## config.mk

```make
export PLATFORM = sky130hd
export DESIGN_NAME = residual_encoder
export DESIGN_NICKNAME = d
export VERILOG_FILES = /design/src/rtl/flac_pkg.sv /design/src/rtl/rice_encoder.sv /design/src/rtl/residual_encoder.sv
export SDC_FILE = /design/constraint.sdc
export NUM_CORES = 1
export LEC_CHECK = 0
export BUFFER_PORTS_ARGS = -buffer_cell sky130_fd_sc_hd__buf_2
export CORE_MARGIN = 2
export CORE_UTILIZATION = 45
export DETAILED_ROUTE_END_ITERATION = 7
export GPL_ROUTABILITY_DRIVEN = 0
export PLACE_DENSITY_LB_ADDON = 0.12
export SLEW_MARGIN = 20
export SYNTH_ARGS = -nofsm -noshare
export SYNTH_HDL_FRONTEND = slang
export SYNTH_SLANG_ARGS = --single-unit
```

## constraint.sdc

```tcl
create_clock -name iClock -period 3.72 [get_ports iClock]
set_clock_uncertainty 0.2 [all_clocks]
set_input_delay 0.744 -clock iClock [delete_from_list [all_inputs] [get_ports iClock]]
set_output_delay 0.744 -clock iClock [all_outputs]
set_load 0.01 [all_outputs]
```

## src/rtl/flac_pkg.sv

```systemverilog
// Shared FLAC encoder types and constants: FSM state encodings, field widths
// and the zigzag mapping used by the Rice coder.
package flac_pkg;

  localparam int RICE_PARAM_W = 4;
  localparam int PART_ORDER_W = 4;
  localparam logic [1:0] CODING_METHOD_RICE = 2'b00;
  localparam logic [RICE_PARAM_W-1:0] RICE_ESCAPE = 4'hF;

  typedef enum logic [3:0] {
    S_IDLE,
    S_HDR,
    S_PARAM_WAIT,
    S_PARAM,
    S_RES_WAIT,
    S_UNARY,
    S_STOP,
    S_REM,
    S_FLUSH,
    S_DONE
  } state_t;

  function automatic logic [15:0] zigzag(input logic [15:0] r);
    return {r[14:0], 1'b0} ^ {16{r[15]}};
  endfunction

endpackage

```

## src/rtl/rice_encoder.sv

```systemverilog
// Serializes one residual as unary(q), stop bit, then k remainder bits MSB-first.
// Phases reuse the shared state encodings; S_IDLE means nothing in flight.
module rice_encoder
  import flac_pkg::*;
(
  input  logic                    clk,
  input  logic                    rst_n,
  input  logic                    start,
  input  logic [15:0]             residual,
  input  logic [RICE_PARAM_W-1:0] k,
  output logic                    bit_out,
  output logic                    bit_valid,
  output logic                    last
);

  state_t                  phase;
  logic [15:0]             q_cnt;
  logic [15:0]             rem;
  logic [RICE_PARAM_W-1:0] k_r;
  logic [RICE_PARAM_W-1:0] rem_cnt;
  logic [15:0]             u;
  logic [15:0]             q_start;
  logic [15:0]             rem_start;

  assign u         = zigzag(residual);
  assign q_start   = u >> k;
  assign rem_start = u & ((16'd1 << k) - 16'd1);

  always_ff @(posedge clk or negedge rst_n) begin
    if (!rst_n) begin
      phase   <= S_IDLE;
      q_cnt   <= '0;
      rem     <= '0;
      k_r     <= '0;
      rem_cnt <= '0;
    end else if (start) begin
      k_r   <= k;
      rem   <= rem_start;
      q_cnt <= q_start;
      phase <= (q_start == 16'd0) ? S_STOP : S_UNARY;
    end else begin
      case (phase)
        S_UNARY: begin
          q_cnt <= q_cnt - 16'd1;
          if (q_cnt == 16'd1) phase <= S_STOP;
        end
        S_STOP: begin
          rem_cnt <= k_r;
          phase   <= (k_r == '0) ? S_IDLE : S_REM;
        end
        S_REM: begin
          rem_cnt <= rem_cnt - 4'd1;
          if (rem_cnt == 4'd1) phase <= S_IDLE;
        end
        default: ;
      endcase
    end
  end

  assign bit_valid = (phase == S_UNARY) || (phase == S_STOP) || (phase == S_REM);
  assign bit_out   = (phase == S_STOP) || ((phase == S_REM) && rem[rem_cnt - 4'd1]);
  assign last      = ((phase == S_STOP) && (k_r == '0)) ||
                     ((phase == S_REM) && (rem_cnt == 4'd1));

endmodule

```

## src/rtl/residual_encoder.sv

```systemverilog
// Partitioned-Rice residual encoder: partition FSM plus MSB-first 16-bit word packer.
// state        | meaning
// S_IDLE       | waiting for iEnable
// S_HDR        | emitting coding method + partition order (6 bits)
// S_PARAM_WAIT | oParamReq high, waiting for the partition's k
// S_PARAM      | emitting k (4 bits)
// S_RES_WAIT   | oReady high, waiting for a residual
// S_UNARY      | residual in flight; rice_encoder steps unary/stop/remainder
// S_FLUSH      | writing any partial word, latching end pointer
// S_DONE       | oDone pulse issued on exit
module residual_encoder
  import flac_pkg::*;
#(
  parameter int DATA_W = 16
) (
  input  logic                    iClock,
  input  logic                    iReset_n,
  input  logic                    iEnable,
  input  logic [DATA_W-1:0]       iNSamples,
  input  logic [3:0]              iPredOrder,
  input  logic [PART_ORDER_W-1:0] iPartOrder,
  input  logic [DATA_W-1:0]       iStartAddr,
  input  logic [4:0]              iStartBit,
  input  logic [DATA_W-1:0]       iStartWord,
  output logic                    oParamReq,
  input  logic                    iParamValid,
  input  logic [RICE_PARAM_W-1:0] iRiceParam,
  input  logic                    iValid,
  output logic                    oReady,
  input  logic [DATA_W-1:0]       iResidual,
  output logic                    oWriteEn,
  output logic [DATA_W-1:0]       oWriteAddr,
  output logic [DATA_W-1:0]       oWriteData,
  output logic                    oDone,
  output logic [DATA_W-1:0]       oEndAddr,
  output logic [4:0]              oEndBit
);

  state_t                  state;
  logic [3:0]              bit_ptr;
  logic [2:0]              bit_cnt;
  logic [DATA_W-1:0]       word_buf;
  logic [DATA_W-1:0]       word_next;
  logic [DATA_W-1:0]       addr;
  logic [DATA_W-1:0]       res_left;
  logic [DATA_W-1:0]       part_left;
  logic [PART_ORDER_W-1:0] part_order;
  logic [3:0]              pred_order;
  logic [RICE_PARAM_W-1:0] k;
  logic                    first_part;
  logic                    accept;
  logic                    emit;
  logic                    bit_val;
  logic                    enc_bit;
  logic                    enc_valid;
  logic                    enc_last;
  logic [5:0]              hdr;
  logic [DATA_W-1:0]       part_size;
  logic [DATA_W:0]         size0;

  assign accept    = oReady && iValid;
  assign hdr       = {CODING_METHOD_RICE, part_order};
  assign part_size = iNSamples >> part_order;
  // Partition 0 loses the warm-up samples; a non-positive result means empty.
  assign size0     = {1'b0, part_size} - {{(DATA_W-3){1'b0}}, pred_order};

  rice_encoder u_rice (
    .clk       (iClock),
    .rst_n     (iReset_n),
    .start     (accept),
    .residual  (iResidual),
    .k         (k),
    .bit_out   (enc_bit),
    .bit_valid (enc_valid),
    .last      (enc_last)
  );

  always_comb begin
    emit    = 1'b0;
    bit_val = 1'b0;
    case (state)
      S_HDR:   begin emit = 1'b1;      bit_val = hdr[bit_cnt];    end
      S_PARAM: begin emit = 1'b1;      bit_val = k[bit_cnt[1:0]]; end
      S_UNARY: begin emit = enc_valid; bit_val = enc_bit;         end
      default: ;
    endcase
    word_next          = word_buf;
    word_next[bit_ptr] = bit_val;
  end

  always_ff @(posedge iClock or negedge iReset_n) begin
    if (!iReset_n) begin
      state      <= S_IDLE;
      bit_ptr    <= '0;
      bit_cnt    <= '0;
      word_buf   <= '0;
      addr       <= '0;
      res_left   <= '0;
      part_left  <= '0;
      part_order <= '0;
      pred_order <= '0;
      k          <= '0;
      first_part <= 1'b0;
      oParamReq  <= 1'b0;
      oReady     <= 1'b0;
      oWriteEn   <= 1'b0;
      oWriteAddr <= '0;
      oWriteData <= '0;
      oDone      <= 1'b0;
      oEndAddr   <= '0;
      oEndBit    <= '0;
    end else begin
      oWriteEn <= 1'b0;
      oDone    <= 1'b0;

      if (emit) begin
        if (bit_ptr == 4'd0) begin
          oWriteEn   <= 1'b1;
          oWriteAddr <= addr;
          oWriteData <= word_next;
          addr       <= addr + 1'b1;
          word_buf   <= '0;
          bit_ptr    <= 4'd15;
        end else begin
          word_buf <= word_next;
          bit_ptr  <= bit_ptr - 4'd1;
        end
      end

      case (state)
        S_IDLE: if (iEnable) begin
          state      <= S_HDR;
          bit_cnt    <= 3'd5;
          bit_ptr    <= iStartBit[3:0];
          word_buf   <= iStartWord & ~(16'hFFFF >> (5'd15 - iStartBit));
          addr       <= iStartAddr;
          part_order <= iPartOrder;
          pred_order <= iPredOrder;
          part_left  <= (16'd1 << iPartOrder) - 16'd1;
          first_part <= 1'b1;
        end
        S_HDR: begin
          bit_cnt <= bit_cnt - 3'd1;
          if (bit_cnt == 3'd0) begin
            state     <= S_PARAM_WAIT;
            oParamReq <= 1'b1;
          end
        end
        S_PARAM_WAIT: if (iParamValid) begin
          k          <= (iRiceParam == RICE_ESCAPE) ? RICE_ESCAPE - 4'd1 : iRiceParam;
          oParamReq  <= 1'b0;
          bit_cnt    <= 3'd3;
          first_part <= 1'b0;
          state      <= S_PARAM;
          if (first_part) res_left <= size0[DATA_W] ? '0 : size0[DATA_W-1:0];
          else            res_left <= part_size;
        end
        S_RES_WAIT: if (iValid) begin
          oReady   <= 1'b0;
          res_left <= res_left - 1'b1;
          state    <= S_UNARY;
        end
        S_PARAM, S_UNARY: begin
          if (state == S_PARAM) bit_cnt <= bit_cnt - 3'd1;
          if ((state == S_PARAM && bit_cnt == 3'd0) || (state == S_UNARY && enc_last)) begin
            if (res_left != '0) begin
              state  <= S_RES_WAIT;
              oReady <= 1'b1;
            end else if (part_left != '0) begin
              part_left <= part_left - 1'b1;
              state     <= S_PARAM_WAIT;
              oParamReq <= 1'b1;
            end else begin
              state <= S_FLUSH;
            end
          end
        end
        S_FLUSH: begin
          oEndAddr <= addr;
          if (bit_ptr != 4'd15) begin
            oWriteEn   <= 1'b1;
            oWriteAddr <= addr;
            oWriteData <= word_buf;
            oEndBit    <= {1'b0, bit_ptr};
          end else begin
            // Final word already written by the packer; pulse done one cycle after it.
            oDone   <= 1'b1;
            oEndBit <= 5'd15;
          end
          state <= S_DONE;
        end
        S_DONE: begin
          oDone <= oWriteEn;
          state <= S_IDLE;
        end
        default: state <= S_IDLE;
      endcase
    end
  end

endmodule

```

* Yosys cells after proc, flatten, opt, wreduce, memory -nomap -nowiden
Index checks and enable logic that the tools add are counted.
** Word-level totals
- Output and inout port bits :: 57
- Flip-flop bits (word level) :: 189
- Word-level logic and storage cells :: 198
** Cells by class
- Bitwise logic cells :: 5
- Add/sub/neg operators :: 11
- Reduce and logical (&&, ||, !) cells :: 41
- Mux-type cells :: 82
- Equality and inequality tests :: 25
- $lt $le $gt $ge :: 5
- Shift operators :: 5
** Operators by type and width (number)
- 16-bit 2-to-1 mux :: 26
- 16-bit by 1-bit subtractor with 16-bit output, second input constant :: 5
- 4-bit 2-to-1 mux :: 16
- 16-bit one-hot mux with 2 select lines :: 2
- 16-bit AND :: 2
- 16-bit nonzero test :: 2
- 1-bit by 4-bit << shifter with 16-bit output, first input constant :: 2
- 16-bit by 4-bit >> shifter with 16-bit output :: 2
- 4-bit one-hot mux with 6 select lines :: 1
- 4-bit by 3-bit == test with 1-bit output, second input constant :: 5
- 1-bit 2-to-1 mux :: 18
- 2-bit inequality test, second input constant :: 9
- 16-bit by 4-bit subtractor with 17-bit output :: 1
- 16-bit by 1-bit adder with 16-bit output, second input constant :: 1
- 16-bit bitwise mux :: 1
- 16-bit by 1-bit == test with 1-bit output, second input constant :: 1
- 16-bit zero test :: 1
- 16-bit inverter :: 1
- 16-bit by 5-bit >> shifter with 16-bit output, first input constant :: 1
- 16-bit XOR :: 1
- 4-bit == test, second input constant :: 3
- 4-bit zero test :: 3
- 3-bit 2-to-1 mux :: 4
- 3-bit one-hot mux with 4 select lines :: 1
- other kinds (33) :: 65

* Logic depth before layout (Yosys ltp)
Gate-level depths: netlist of run 1.
- Depth in word-level cells :: 11
- Gate-level depth with buffers :: 17
- Mapped depth without buffers :: 14

* Hierarchy
A second synthesis of run 1 with hierarchy kept.
** Unflattened totals
- Cell total of the unflattened synthesis :: 1439
- Area total of the unflattened synthesis :: 12614.6 sq um
** Modules (own cells, without submodules)
- residual_encoder :: cells each 1043, seq. area each 3603.5 sq um, instances 1, area each 9053.7 sq um
- rice_encoder :: cells each 396, seq. area each 1076.0 sq um, instances 1, area each 3560.9 sq um

* Least setup slack after synthesis of run 1
Ideal clock, no wire load.
- Path kind :: input -> register
- From :: in iNSamples[11]
- To :: reg res_left[5]
- Library setup time :: 134 ps
- Arrival time :: 3560 ps
- Setup slack :: -174 ps
- Data required time :: 3386 ps
- Stages :: 13
- Buffers on the path :: 1
- Path through :: mux4_2 mux2_2 a21oi_1 ha_1 inv_1 fa_1 a21o_1 a21oi_1 nand3_1 nor4_2 a31o_2 buf_6 o221ai_2
** Between the ends
- Cells in the longest elaborated chain, start to end :: 6
** RTL lines
- start, declared :: RTL line residual_encoder.sv:19 : input logic [DATA_W-1:0] iNSamples,
- 16-bit by 4-bit >> shifter with 16-bit output (*) :: RTL line residual_encoder.sv:63 : assign part_size = iNSamples >> part_order;
- 16-bit by 4-bit subtractor with 17-bit output :: RTL line residual_encoder.sv:65 : assign size0 = {1'b0, part_size} - {{(DATA_W-3){1'b0}}, pred_order};
- 16-bit 2-to-1 mux :: RTL line residual_encoder.sv:155 : if (first_part) res_left <= size0[DATA_W] ? '0 : size0[DATA_W-1:0];
- 16-bit 2-to-1 mux (*) :: RTL line residual_encoder.sv:155
- 16-bit 2-to-1 mux (*) :: RTL line residual_encoder.sv:149 : S_PARAM_WAIT: if (iParamValid) begin
- 16-bit one-hot mux with 2 select lines (*) :: RTL line residual_encoder.sv:130 : case (state)
- end signal, assigned :: RTL line residual_encoder.sv:155
- end signal, assigned :: RTL line residual_encoder.sv:156 : else res_left <= part_size;
- end signal, assigned :: RTL line residual_encoder.sv:160 : res_left <= res_left - 1'b1;
- end, declared :: RTL line residual_encoder.sv:45 : logic [DATA_W-1:0] res_left;
Every way passes the cells marked *; elsewhere a longest branch is shown, timed or not. The select of a mux whose other input is x is not followed.
A chain may end at the register's enable or synchronous reset.

* Final worst setup path of run 1
- From :: reg part_order[1]
- To :: reg res_left[15]
** Between the ends
- Cells in the longest elaborated chain, start to end :: 6
** RTL lines
- start, declared :: RTL line residual_encoder.sv:47 : logic [PART_ORDER_W-1:0] part_order;
- start signal, assigned :: RTL line residual_encoder.sv:137 : part_order <= iPartOrder;
- 16-bit by 4-bit >> shifter with 16-bit output (*) :: RTL line residual_encoder.sv:63
- 16-bit by 4-bit subtractor with 17-bit output :: RTL line residual_encoder.sv:65
- 16-bit 2-to-1 mux :: RTL line residual_encoder.sv:155
- 16-bit 2-to-1 mux (*) :: RTL line residual_encoder.sv:155
- 16-bit 2-to-1 mux (*) :: RTL line residual_encoder.sv:149
- 16-bit one-hot mux with 2 select lines (*) :: RTL line residual_encoder.sv:130
Marked as above.

==> results of run 1 <==
report_power, final:
group | leakage, nW | switching (mW) | total [mW] | internal, mW
sequential | 2.40 | 0.849 | 3.61 | 2.76
clock | 0.278 | 0.834 | 1.81 | 0.975
combinational | 3.89 | 4.09 | 7.31 | 3.22
kinds of logic (layout without fill, tap and decap cells):
family                   Yosys count  count (layout)  share of synthesized area
AND/OR/NAND/NOR                  500             500                      0.194
XOR/XNOR                          73              73                     0.0497
buffers and inverters            138             286                     0.0447
multiplexers                     138             138                      0.139
AO/OA/AOI/OAI                    377             378                      0.187
other                              1               3                   0.000291
flip-flops                       187             187                      0.364
adder cells (fa/ha/maj)           22              22                     0.0218
state kept, by name, summed over array words and instances (netlist names), 3 cells and up:
| signal | flops |
|---|---|
| u_rice.phase | 3 |
| pred_order | 4 |
| word_buf | 16 |
| oWriteData | 16 |
| oWriteAddr | 16 |
| u_rice.rem_cnt | 4 |
| k | 4 |
| part_left | 16 |
| state | 4 |
| res_left | 16 |
| u_rice.rem | 16 |
| oEndBit | 4 |
| oEndAddr | 16 |
| part_order | 4 |
| addr | 16 |
| u_rice.k_r | 4 |
| u_rice.q_cnt | 16 |
| bit_cnt | 3 |
| bit_ptr | 4 |
synth_stat cells (all sizes together), types with 7 or more instances:
library cell | n | area (um2)
xnor2 | 53 | 464
a221oi | 9 | 85.1
inv | 33 | 124
nor4 | 19 | 153
clkbuf | 69 | 259
dfrtp | 187 | 4680
nand2b | 23 | 144
xor2 | 20 | 175
o21ai | 128 | 641
nor3 | 48 | 257
nand3 | 49 | 245
a22oi | 9 | 86.3
mux4 | 26 | 586
nor3b | 11 | 82.6
o31ai | 19 | 161
or3 | 8 | 55.1
nand2 | 155 | 582
o311ai | 7 | 61.3
nor2 | 107 | 409
a31oi | 17 | 106
o211ai | 14 | 105
mux2 | 58 | 661
or2 | 7 | 43.8
mux2i | 54 | 541
a211oi | 7 | 52.6
a21oi | 93 | 469
o21a | 9 | 67.6
nor2b | 21 | 131
buf | 35 | 189
o22ai | 12 | 75.1
ha | 20 | 250
and3 | 13 | 81.3
a21o | 9 | 67.6
and2 | 10 | 62.6
metal layers:
metal | share of wire | vias to the layer above | global-route usage
li1 | - | 5501 | -
met1 | 0.47 | 5453 | 0.331
met2 | 0.47 | 269 | 0.374
met3 | 0.038 | 36 | 0.0334
met4 | 0.016 | 0 | 0.0569
met5 | 0 | - | 0
stage by stage:
step | setup slack, ns | power (mW) | hold WS (ns)
global route | 0.0123 | 13.8 | 0.151
CTS | 0.00587 | 12.7 | 0.139
finish | 0.119 | 12.7 | 0.101
global placement | -0.271 | 10.7 | 0.250
detailed placement | -0.343 | 10.8 | 0.256
floorplan | -0.0381 | 8.74 | 0.234
worst min-delay path by stage:
stage                              start         endpoint  slack [ns]  cells past startpoint
after floorplan           u_rice.rem[10]   u_rice.rem[10]        0.23                      2
after global routing            iReset_n  u_rice.q_cnt[8]        0.15                      1
after global placement    u_rice.rem[10]   u_rice.rem[10]        0.25                      2
final                           iReset_n  u_rice.q_cnt[8]        0.10                      1
after CTS                       iReset_n  u_rice.q_cnt[8]        0.14                      1
after detailed placement  u_rice.rem[10]   u_rice.rem[10]        0.26                      2
cell usage in the layout, fill, tap and decap left out, types with 8 or more instances in the layout:
cell type,synthesis,layout
a21o_1,9,9
a21oi_1,92,90
a221oi_1,8,8
a31oi_1,17,17
and2_1,10,10
and3_1,13,12
buf_2,13,140
buf_4,3,75
clkbuf_16,0,17
dfrtp_1,187,185
ha_1,20,20
inv_1,32,32
mux2_2,55,55
mux2i_1,54,51
mux4_2,26,26
nand2_1,155,155
nand2b_1,23,23
nand3_1,49,48
nor2_1,106,104
nor2b_1,21,21
nor3_1,46,45
nor3b_1,11,11
nor4_1,15,15
o211ai_1,14,14
o21a_1,9,9
o21ai_0,117,116
o21ai_1,11,12
o22ai_1,12,12
o31ai_1,17,17
xnor2_1,53,53
xor2_1,20,20
critical path, cell delays in order (launching register included):
cell and delay [ns]:
dfrtp_1 0.40, buf_12 0.16, mux2_1 0.34, mux2_4 0.29, mux2i_2 0.23, mux2i_2 0.13
ha_1 0.29, nor2b_1 0.13, o21a_1 0.17, o21a_1 0.19, and4bb_4 0.36, nor4b_4 0.24
mux2i_1 0.13, o31ai_2 0.25
repair_timing:
| item | in CTS | in global routing |
|---|---|---|
| setup endpoints to repair | 4 | 12 |
| gates cloned | 0 | 1 |
| endpoints found under the hold margin | 0 | 0 |
| resized for setup | 3 | 7 |
| setup buffers | 0 | 1 |
| pin swaps | 0 | 3 |
final cells by class:
type	count	area (um2)	area share
sequential	187	4680	0.314
tap	378	473	0.0317
antenna	2	5.00	0.000336
timing repair buffer	220	1350	0.0904
clock inverter	10	106	0.00713
multi-input combinational	1112	7710	0.517
clock buffer	22	464	0.0311
inverter	34	128	0.00856
==> metrics.txt, run 1 <==
# TYPE chip_impl_metric gauge
chip_impl_info{name="timing.critical_path.from",value="part_order[1]"} 1
chip_impl_metric{name="fillers",unit=""} 2667
chip_impl_metric{name="r2r_setup_slack",unit="ns"} 0.12
chip_impl_metric{name="number_of_different_library_cells_in_the_post_synthesis_netlist",unit=""} 96
chip_impl_metric{name="placedCellCount",unit=""} 1929
chip_impl_metric{name="yosysWarningCount",unit=""} 0
chip_impl_metric{name="first_global_vias",unit=""} 10738
chip_impl_metric{name="cts_max_level",unit=""} 4
chip_impl_metric{name="detail-route-antenna-nets",unit=""} 0
chip_impl_metric{name="slew_headroom",unit=""} 0.402
chip_impl_metric{name="route.final.wire_length",unit="um"} 34700
chip_impl_metric{name="arrival",unit="ns"} 3.75
chip_impl_metric{name="drt-vias-per-instance",unit=""} 5.73
chip_impl_metric{name="timing.critical_path.fanout_max",unit=""} 17
chip_impl_info{name="cts_tree",value="done"} 1
chip_impl_metric{name="syn_inst",unit=""} 1436
chip_impl_metric{name="grt_max_degree",unit=""} 74
chip_impl_metric{name="cts_hold_buffers",unit=""} 0
chip_impl_metric{name="effective_utilization_at_floorplan",unit=""} 0.460
chip_impl_metric{name="cts.sinks",unit=""} 187
chip_impl_metric{name="syn_nets",unit=""} 1543
chip_impl_metric{name="number_of_buffers_inserted_during_clock_tree_synthesis",unit=""} 17
chip_impl_metric{name="synth_area",unit="um2"} 12900
chip_impl_metric{name="cellPowerDensity",unit="nW/um2"} 853
chip_impl_metric{name="layout-drive-gt1-share",unit=""} 0.242
chip_impl_metric{name="synth-seq-area-share",unit=""} 0.364
chip_impl_metric{name="drv_slew",unit=""} 0
chip_impl_metric{name="irDropWorstVdd",unit="mV"} 0.403
chip_impl_metric{name="rows",unit=""} 61
chip_impl_metric{name="synth_enable_flop_cells",unit=""} 0
chip_impl_info{name="ys_dominant_reg_cell",value="dfrtp_1"} 1
chip_impl_metric{name="async_flop_share",unit=""} 1.00
chip_impl_metric{name="max_clock_freq",unit="GHz"} 0.278
chip_impl_metric{name="final_core_utilization",unit=""} 0.532
chip_impl_metric{name="reg2regPathDepth",unit=""} 13
chip_impl_info{name="worst_setup_ep",value="res_left[15]"} 1
chip_impl_metric{name="required_time_at_the_endpoint_of_the_critical_path",unit="ns"} 3.87
chip_impl_metric{name="die-area",unit="um2"} 30000
chip_impl_metric{name="detailedRoute.firstIterationViolations",unit=""} 771
chip_impl_info{name="grt_setup_unrepaired",value="false"} 1
chip_impl_metric{name="dpl_cell_area",unit="um2"} 14300
chip_impl_metric{name="drt_drc_violations_left",unit=""} 0
chip_impl_metric{name="area_growth_syn_to_layout",unit="%"} 15.9
chip_impl_metric{name="die_y",unit="um"} 173
chip_impl_metric{name="grt_use_total",unit=""} 0.233
chip_impl_info{name="cts-root-buf",value="clkbuf_16"} 1
chip_impl_info{name="r2r-start",value="part_order[1]"} 1
chip_impl_info{name="hold_class",value="in2async"} 1
chip_impl_metric{name="stdcell_count",unit=""} 1965
chip_impl_metric{name="clock_buffer_depth",unit=""} 2
chip_impl_metric{name="syn_area_per_cell",unit="um2"} 8.96
chip_impl_metric{name="via_count",unit=""} 11259
chip_impl_info{name="critPathLaunchType",value="flop"} 1
chip_impl_metric{name="routed_wire_length_per_instance",unit="um"} 17.7
chip_impl_metric{name="finalCritPeriodShare",unit=""} 0.968
chip_impl_metric{name="fin_crit",unit="ns"} 3.60
chip_impl_metric{name="drv.max_cap_violation_count",unit=""} 0
chip_impl_info{name="worstSetupEndpointType",value="flop"} 1
chip_impl_metric{name="core_area",unit="um2"} 28000
chip_impl_metric{name="path_clk_slew",unit="ns"} 0.07
chip_impl_info{name="timing_worst_setup_path_type",value="reg2reg"} 1
chip_impl_metric{name="setup_total_negative_slack",unit="ns"} 0
chip_impl_metric{name="count_of_endpoints_failing_setup_in_the_final_report",unit=""} 0
chip_impl_metric{name="least_margin_pin_slew",unit="ns"} 0.898
chip_impl_metric{name="grt_pass1_wl",unit="um"} 57300
chip_impl_info{name="run_status",value="finished clean"} 1
chip_impl_metric{name="clock_insertion_delay_worst_skew",unit="ns"} 0.44
chip_impl_metric{name="i_o_pins",unit=""} 143
chip_impl_metric{name="power.static_leakage",unit="nW"} 6.57
chip_impl_metric{name="final_net_count",unit=""} 1679
chip_impl_metric{name="final_hold_viol_count",unit=""} 0
chip_impl_metric{name="total_non_filler_cell_area_in_the_finished_layout",unit="um2"} 14900
chip_impl_metric{name="place.detailed.hpwl",unit="um"} 25400
chip_impl_metric{name="antenna_found_initial",unit=""} 1
chip_impl_metric{name="global_route.overflow_total",unit=""} 0
chip_impl_metric{name="placement.io_buffers",unit=""} 141
chip_impl_info{name="r2r_end",value="res_left[15]"} 1
chip_impl_metric{name="first_pass_iters",unit=""} 5
chip_impl_metric{name="die_w",unit="um"} 173
chip_impl_metric{name="ys_ff_latch",unit=""} 187
(Power assumes the default switching activity.)
==> run 2: changes to the inputs <==
- MAX_ROUTING_LAYER: not set -> met4
==> metrics.txt, run 2 (same netlist as run 1, synthesis figures left out) <==
# TYPE chip_impl_metric gauge
chip_impl_metric{name="drt_drc_violations_left",unit=""} 0
chip_impl_metric{name="dpl_worst_slack",unit="ns"} -0.343
chip_impl_info{name="worstSetupEndpointType",value="flop"} 1
chip_impl_metric{name="drv_slew",unit=""} 0
chip_impl_metric{name="first_pass_iters",unit=""} 5
chip_impl_metric{name="die-area",unit="um2"} 30000
chip_impl_metric{name="placedCellCount",unit=""} 1929
chip_impl_metric{name="max_clock_freq",unit="GHz"} 0.278
chip_impl_metric{name="count_of_endpoints_failing_setup_in_the_final_report",unit=""} 0
chip_impl_metric{name="slew_headroom",unit=""} 0.400
chip_impl_metric{name="arrival",unit="ns"} 3.75
chip_impl_metric{name="i_o_pins",unit=""} 143
chip_impl_metric{name="total_power",unit="mW"} 12.7
chip_impl_info{name="most-common-layout-cells",value="185 x dfrtp_1, 155 x nand2_1, 140 x buf_2"} 1
chip_impl_info{name="r2r-start",value="part_order[1]"} 1
chip_impl_metric{name="via_count",unit=""} 11257
chip_impl_metric{name="area_growth_syn_to_layout",unit="%"} 15.9
chip_impl_metric{name="cts_max_level",unit=""} 4
chip_impl_info{name="layout.cells.most_common",value="dfrtp_1"} 1
chip_impl_metric{name="core_area",unit="um2"} 28000
chip_impl_metric{name="drt-vias-per-instance",unit=""} 5.73
chip_impl_metric{name="final_net_count",unit=""} 1679
chip_impl_metric{name="rows",unit=""} 61
chip_impl_metric{name="fin_crit",unit="ns"} 3.60
chip_impl_metric{name="grt_use_total",unit=""} 0.240
chip_impl_metric{name="required_time_at_the_endpoint_of_the_critical_path",unit="ns"} 3.87
chip_impl_metric{name="number_of_buffers_inserted_during_clock_tree_synthesis",unit=""} 17
chip_impl_metric{name="post-route-worst-setup-slack",unit="ns"} 0.120
chip_impl_metric{name="timing.critical_path.fanout_max",unit=""} 17
chip_impl_metric{name="placement.io_buffers",unit=""} 141
chip_impl_info{name="cts_tree",value="done"} 1
chip_impl_metric{name="cellPowerDensity",unit="nW/um2"} 854
chip_impl_metric{name="layout-drive-gt1-share",unit=""} 0.242
chip_impl_metric{name="stdcell_count",unit=""} 1965
chip_impl_info{name="timing.critical_path.from",value="part_order[1]"} 1
chip_impl_metric{name="final_hold_viol_count",unit=""} 0
chip_impl_metric{name="power.static_leakage",unit="nW"} 6.57
chip_impl_metric{name="reg2regPathDepth",unit=""} 13
chip_impl_metric{name="final_core_utilization",unit=""} 0.532
chip_impl_info{name="run_status",value="finished clean"} 1
chip_impl_metric{name="grt_pass1_wl",unit="um"} 57400
chip_impl_metric{name="die_w",unit="um"} 173
chip_impl_metric{name="cts_hold_buffers",unit=""} 0
chip_impl_metric{name="first_global_vias",unit=""} 10726
chip_impl_metric{name="detail-route-antenna-nets",unit=""} 0
chip_impl_info{name="cts-root-buf",value="clkbuf_16"} 1
chip_impl_metric{name="detailedRoute.firstIterationViolations",unit=""} 698
chip_impl_metric{name="drv.max_cap_violation_count",unit=""} 0
chip_impl_metric{name="fillers",unit=""} 2667
chip_impl_metric{name="irDropWorstVdd",unit="mV"} 0.406
chip_impl_metric{name="clock_insertion_delay_worst_skew",unit="ns"} 0.44
chip_impl_metric{name="grt_max_degree",unit=""} 74
chip_impl_metric{name="antenna_found_initial",unit=""} 1
chip_impl_metric{name="path_clk_slew",unit="ns"} 0.07
chip_impl_info{name="grt_setup_unrepaired",value="false"} 1
chip_impl_metric{name="routed_wire_length_per_instance",unit="um"} 17.7
chip_impl_metric{name="die_y",unit="um"} 173
chip_impl_metric{name="effective_utilization_at_floorplan",unit=""} 0.460
chip_impl_metric{name="route.final.wire_length",unit="um"} 34800
chip_impl_info{name="timing_worst_setup_path_type",value="reg2reg"} 1
chip_impl_metric{name="clock_buffer_depth",unit=""} 2
chip_impl_metric{name="finalCritPeriodShare",unit=""} 0.968
chip_impl_metric{name="least_margin_pin_slew",unit="ns"} 0.900
chip_impl_info{name="critPathLaunchType",value="flop"} 1
chip_impl_metric{name="place.detailed.hpwl",unit="um"} 25400
chip_impl_metric{name="global_route.overflow_total",unit=""} 0
chip_impl_metric{name="whs",unit="ns"} 0.0920
chip_impl_info{name="hold_class",value="in2async"} 1
chip_impl_metric{name="cts.sinks",unit=""} 187
[run 2: cell counts in the layout (fill, tap and decap cells not counted)]
No cell type changed its count.
[run 2: layout make-up]
| class | count | area, um2 | share of cell area |
|---|---|---|---|
| clock inverters | 10 | 106 | 0.00713 |
| well taps | 378 | 473 | 0.0317 |
| clock buffers | 22 | 464 | 0.0311 |
| diodes | 2 | 5.00 | 0.000336 |
| inverters | 34 | 128 | 0.00856 |
| repair buffers | 220 | 1350 | 0.0904 |
| flip-flops and latches | 187 | 4680 | 0.314 |
| multi-input cells | 1112 | 7710 | 0.517 |
[run 2: what timing repair did]
item / in CTS / in global routing
setup endpoints to repair: 4 / 12
pin swaps: 0 / 3
resized for setup: 3 / 7
gates cloned: 0 / 1
buffers inserted: 0 / 1
[run 2: path summary, 6_finish.rpt]
check / endpoint / slack [ns]
min in group iClock: u_rice.rem[10] / 0.27
min: u_rice.q_cnt[8] / 0.09
max in group asynchronous: word_buf[15] / 2.44
min reg2reg: u_rice.rem[10] / 0.27
max: res_left[15] / 0.12
max reg2reg: res_left[15] / 0.12
[run 2: critical path, cell delays in order, from the launching register on]
cell and delay, ns:
dfrtp_1 0.40, buf_12 0.16, mux2_1 0.34, mux2_4 0.29, mux2i_2 0.24, mux2i_2 0.13, ha_1 0.29, nor2b_1 0.13
o21a_1 0.17, o21a_1 0.19, and4bb_4 0.36, nor4b_4 0.24, mux2i_1 0.13, o31ai_2 0.25
[run 2: routing by layer]
layer	part of all wire	global-route usage
met5	0	-
met4	0.016	0.0569
met3	0.037	0.0332
met1	0.47	0.332
met2	0.47	0.374
[run 2: power by group]
group | switching, mW | internal [mW] | total (mW)
Sequential | 0.850 | 2.76 | 3.61
Clock | 0.839 | 0.974 | 1.81
Combinational | 4.08 | 3.22 | 7.31
Total | 5.77 | 6.96 | 12.7
[run 2: through the flow]
stage          area [um2]  TNS [ns]
6_report            14900         0
5_1_grt             14900         0
4_1_cts             14900         0
3_5_place_dp        14300     -3.54
3_3_place_gp        14300     -2.62
2_1_floorplan       12900    -0.134
==> run 3: changes to the inputs <==
- CORE_MARGIN: 2 -> not set
- GPL_ROUTABILITY_DRIVEN: 0 -> not set
- SYNTH_HIERARCHICAL: not set -> 1
==> metrics.txt, run 3 <==
# TYPE chip_impl_metric gauge
chip_impl_info{name="timing_worst_setup_path_type",value="reg2reg"} 1
chip_impl_info{name="run_status",value="finished clean"} 1
chip_impl_info{name="synth.top_cells.by_count",value="222 x nand2_1, 187 x dfrtp_1, 120 x o21ai_0"} 1
chip_impl_metric{name="via_count",unit=""} 11295
chip_impl_metric{name="insertedDiodeCount",unit=""} 0
chip_impl_metric{name="setup_total_negative_slack",unit="ns"} 0
chip_impl_metric{name="antenna_found_initial",unit=""} 0
chip_impl_metric{name="clock_buffer_depth",unit=""} 2
chip_impl_info{name="post_synth_top_area_cell",value="dfrtp_1"} 1
chip_impl_metric{name="path_clk_slew",unit="ns"} 0.08
chip_impl_metric{name="drv_slew",unit=""} 0
chip_impl_info{name="grt_setup_unrepaired",value="false"} 1
chip_impl_metric{name="cts_hold_buffers",unit=""} 0
chip_impl_metric{name="global_route.overflow_total",unit=""} 0
chip_impl_metric{name="max_clock_freq",unit="GHz"} 0.286
chip_impl_metric{name="number_of_buffers_inserted_during_clock_tree_synthesis",unit=""} 17
chip_impl_info{name="crit_slowest_cell",value="mux4_2"} 1
chip_impl_metric{name="final_net_count",unit=""} 1686
chip_impl_metric{name="detailedRoute.firstIterationViolations",unit=""} 740
chip_impl_metric{name="i_o_pins",unit=""} 143
chip_impl_info{name="layout.cells.most_common",value="nand2_1"} 1
chip_impl_metric{name="cellPowerDensity",unit="nW/um2"} 287
chip_impl_metric{name="detail-route-antenna-nets",unit=""} 0
chip_impl_metric{name="power.static_leakage",unit="nW"} 6.69
chip_impl_metric{name="core_area",unit="um2"} 27300
chip_impl_metric{name="count_of_endpoints_failing_setup_in_the_final_report",unit=""} 0
chip_impl_metric{name="cts.sinks",unit=""} 187
chip_impl_metric{name="die_y",unit="um"} 169
chip_impl_metric{name="route.final.wire_length",unit="um"} 34700
chip_impl_info{name="timing.critical_path.from",value="part_order[1]"} 1
chip_impl_metric{name="synth_top_cell_area_share",unit=""} 0.371
chip_impl_metric{name="synth_area",unit="um2"} 12600
chip_impl_metric{name="number_of_different_library_cells_in_the_post_synthesis_netlist",unit=""} 88
chip_impl_info{name="hold_class",value="in2async"} 1
chip_impl_metric{name="layout-drive-gt1-share",unit=""} 0.219
chip_impl_metric{name="placement.io_buffers",unit=""} 141
chip_impl_metric{name="first_pass_iters",unit=""} 5
chip_impl_metric{name="synth_enable_flop_cells",unit=""} 0
chip_impl_metric{name="finalCritPeriodShare",unit=""} 0.940
chip_impl_metric{name="drt-vias-per-instance",unit=""} 5.75
chip_impl_metric{name="grt_max_degree",unit=""} 69
chip_impl_metric{name="yosysWarningCount",unit=""} 6
chip_impl_metric{name="die-area",unit="um2"} 28700
chip_impl_metric{name="place.detailed.hpwl",unit="um"} 25800
chip_impl_metric{name="finalWeightedCongestion",unit=""} 0.928
chip_impl_metric{name="drt_drc_violations_left",unit=""} 0
chip_impl_metric{name="timing.critical_path.fanout_max",unit=""} 28
chip_impl_info{name="most-common-layout-cells",value="219 x nand2_1, 186 x dfrtp_1, 140 x buf_2"} 1
chip_impl_metric{name="irDropWorstVdd",unit="mV"} 0.269
chip_impl_metric{name="ys_ff_latch",unit=""} 187
chip_impl_metric{name="first_global_vias",unit=""} 10803
chip_impl_metric{name="routed_wire_length_per_instance",unit="um"} 17.7
chip_impl_metric{name="grt_use_total",unit=""} 0.255
chip_impl_metric{name="arrival",unit="ns"} 3.60
chip_impl_metric{name="drv.max_cap_violation_count",unit=""} 0
chip_impl_metric{name="least_margin_pin_slew",unit="ns"} 1.02
chip_impl_metric{name="syn_inst",unit=""} 1439
chip_impl_metric{name="cts_max_level",unit=""} 4
chip_impl_metric{name="rows",unit=""} 60
chip_impl_info{name="cts_tree",value="done"} 1
chip_impl_metric{name="required_time_at_the_endpoint_of_the_critical_path",unit="ns"} 3.83
chip_impl_metric{name="effective_utilization_at_floorplan",unit=""} 0.463
chip_impl_info{name="r2r-start",value="part_order[1]"} 1
chip_impl_metric{name="fin_crit",unit="ns"} 3.50
chip_impl_info{name="yosys-top-cells-area",value="dfrtp_1 37%, nand2_1 6.6%, o21ai_0 4.8%"} 1
chip_impl_info{name="cts-root-buf",value="clkbuf_16"} 1
chip_impl_info{name="critPathLaunchType",value="flop"} 1
chip_impl_metric{name="whs",unit="ns"} 0.0812
chip_impl_metric{name="final_hold_viol_count",unit=""} 0
chip_impl_info{name="worstSetupEndpointType",value="flop"} 1
chip_impl_metric{name="die_w",unit="um"} 169
chip_impl_metric{name="grt_pass1_wl",unit="um"} 56800
chip_impl_info{name="critical_path.cell_chain",value="buf_12 -> mux2i_1 -> mux4_2 -> mux2i_2 -> ha_1 -> nor2b_1 -> o21a_1 -> o21ai_1 -> buf_4 -> and4b_1 -> nand4_1 -> a21oi_1 -> o221ai_1"} 1
chip_impl_metric{name="async_flop_share",unit=""} 1.00
chip_impl_info{name="post-synth-top-count-cell",value="nand2_1"} 1
chip_impl_metric{name="clock_insertion_delay_worst_skew",unit="ns"} 0.45
chip_impl_metric{name="syn_nets",unit=""} 1546
chip_impl_metric{name="syn_area_per_cell",unit="um2"} 8.77
chip_impl_metric{name="synth-seq-area-share",unit=""} 0.371
chip_impl_info{name="ys_dominant_reg_cell",value="dfrtp_1"} 1
chip_impl_metric{name="slew_headroom",unit=""} 0.307
chip_impl_metric{name="critPathMaxStageDelay",unit="ns"} 0.53
chip_impl_metric{name="area_growth_syn_to_layout",unit="%"} 16.0
==> run 3: cell families after synthesis <==
family | count (synthesis) | share of synthesized area
adders and majority gates | 21 | 0.0214
AOI/OAI and AO/OA | 359 | 0.181
DFF | 187 | 0.371
xor gates and xnor gates | 73 | 0.0507
buffers and inverters | 142 | 0.0486
muxes | 111 | 0.124
other | 1 | 0.000297
and+or+nand+nor | 545 | 0.204
==> run 3: cell type report <==
| class | instances | area, um2 |
|---|---|---|
| Tap cell | 372 | 465 |
| Sequential cell | 187 | 4680 |
| Inverter | 49 | 184 |
| Fill cell | 2501 | 12600 |
| Clock buffer | 17 | 425 |
| Timing Repair Buffer | 214 | 1320 |
| Multi-Input combinational cell | 1110 | 7370 |
| Clock inverter | 15 | 194 |
==> run 3: power breakdown <==
group | switching [mW] | internal (mW) | total, mW
registers | 0.00131 | 2.03 | 2.03
logic | 0.174 | 0.114 | 0.288
clock network | 0.954 | 0.921 | 1.87
total | 1.13 | 3.07 | 4.20
==> run 3: path summary, 6_finish.rpt <==
kind / to / slack (ns) / cells after the start
min in group iClock: oWriteAddr[3] / 0.26 / 2
min reg2reg: oWriteAddr[3] / 0.26 / 2
max: res_left[9] / 0.22 / 13
min: u_rice/q_cnt[13] / 0.08 / 1
max in group asynchronous: u_rice/rem[5] / 2.48 / 2
max reg2reg: res_left[9] / 0.22 / 13
==> run 3: repair_timing <==
action,4_1_cts,5_1_grt
setup buffers,0,1
endpoints found under the setup margin,0,14
resized for setup,0,10
==> run 3: critical path, delay by kind of cell, from the launching register on <==
kind	cells	cell delay (ns)
multiplexers	3	0.95
AND/OR/NAND/NOR	3	0.50
flip-flops	1	0.41
adder cells (fa/ha/maj)	1	0.27
buffers and inverters	2	0.32
AO/OA/AOI/OAI	4	0.69
==> run 3: routing by layer <==
metal / routed length, um / up-vias / part of all wire / GRT usage
li1: - / 5466 / - / -
met1: 16500 / 5509 / 0.47 / 0.345
met2: 16500 / 284 / 0.47 / 0.408
met3: 1290 / 36 / 0.037 / 0.0319
met4: 472 / 0 / 0.014 / 0.0627
met5: 0 / - / 0 / -
==> run 3: stage by stage <==
| stage | area (um2) | util | instances | total power [mW] | worst slack, ns |
|---|---|---|---|---|---|
| finish | 14600 | 0.537 | 1964 | 4.20 | 0.223 |
| global route | 14600 | 0.537 | 1964 | 4.36 | 0.0212 |
| CTS | 14600 | 0.536 | 1963 | 4.24 | 0.0612 |
| detailed placement | 14000 | 0.513 | 1931 | 2.36 | -0.193 |
| global placement | 14000 | 0.513 | 1931 | 2.36 | -0.131 |
| floorplan | 12600 | - | 1439 | 2.20 | 0.00876 |
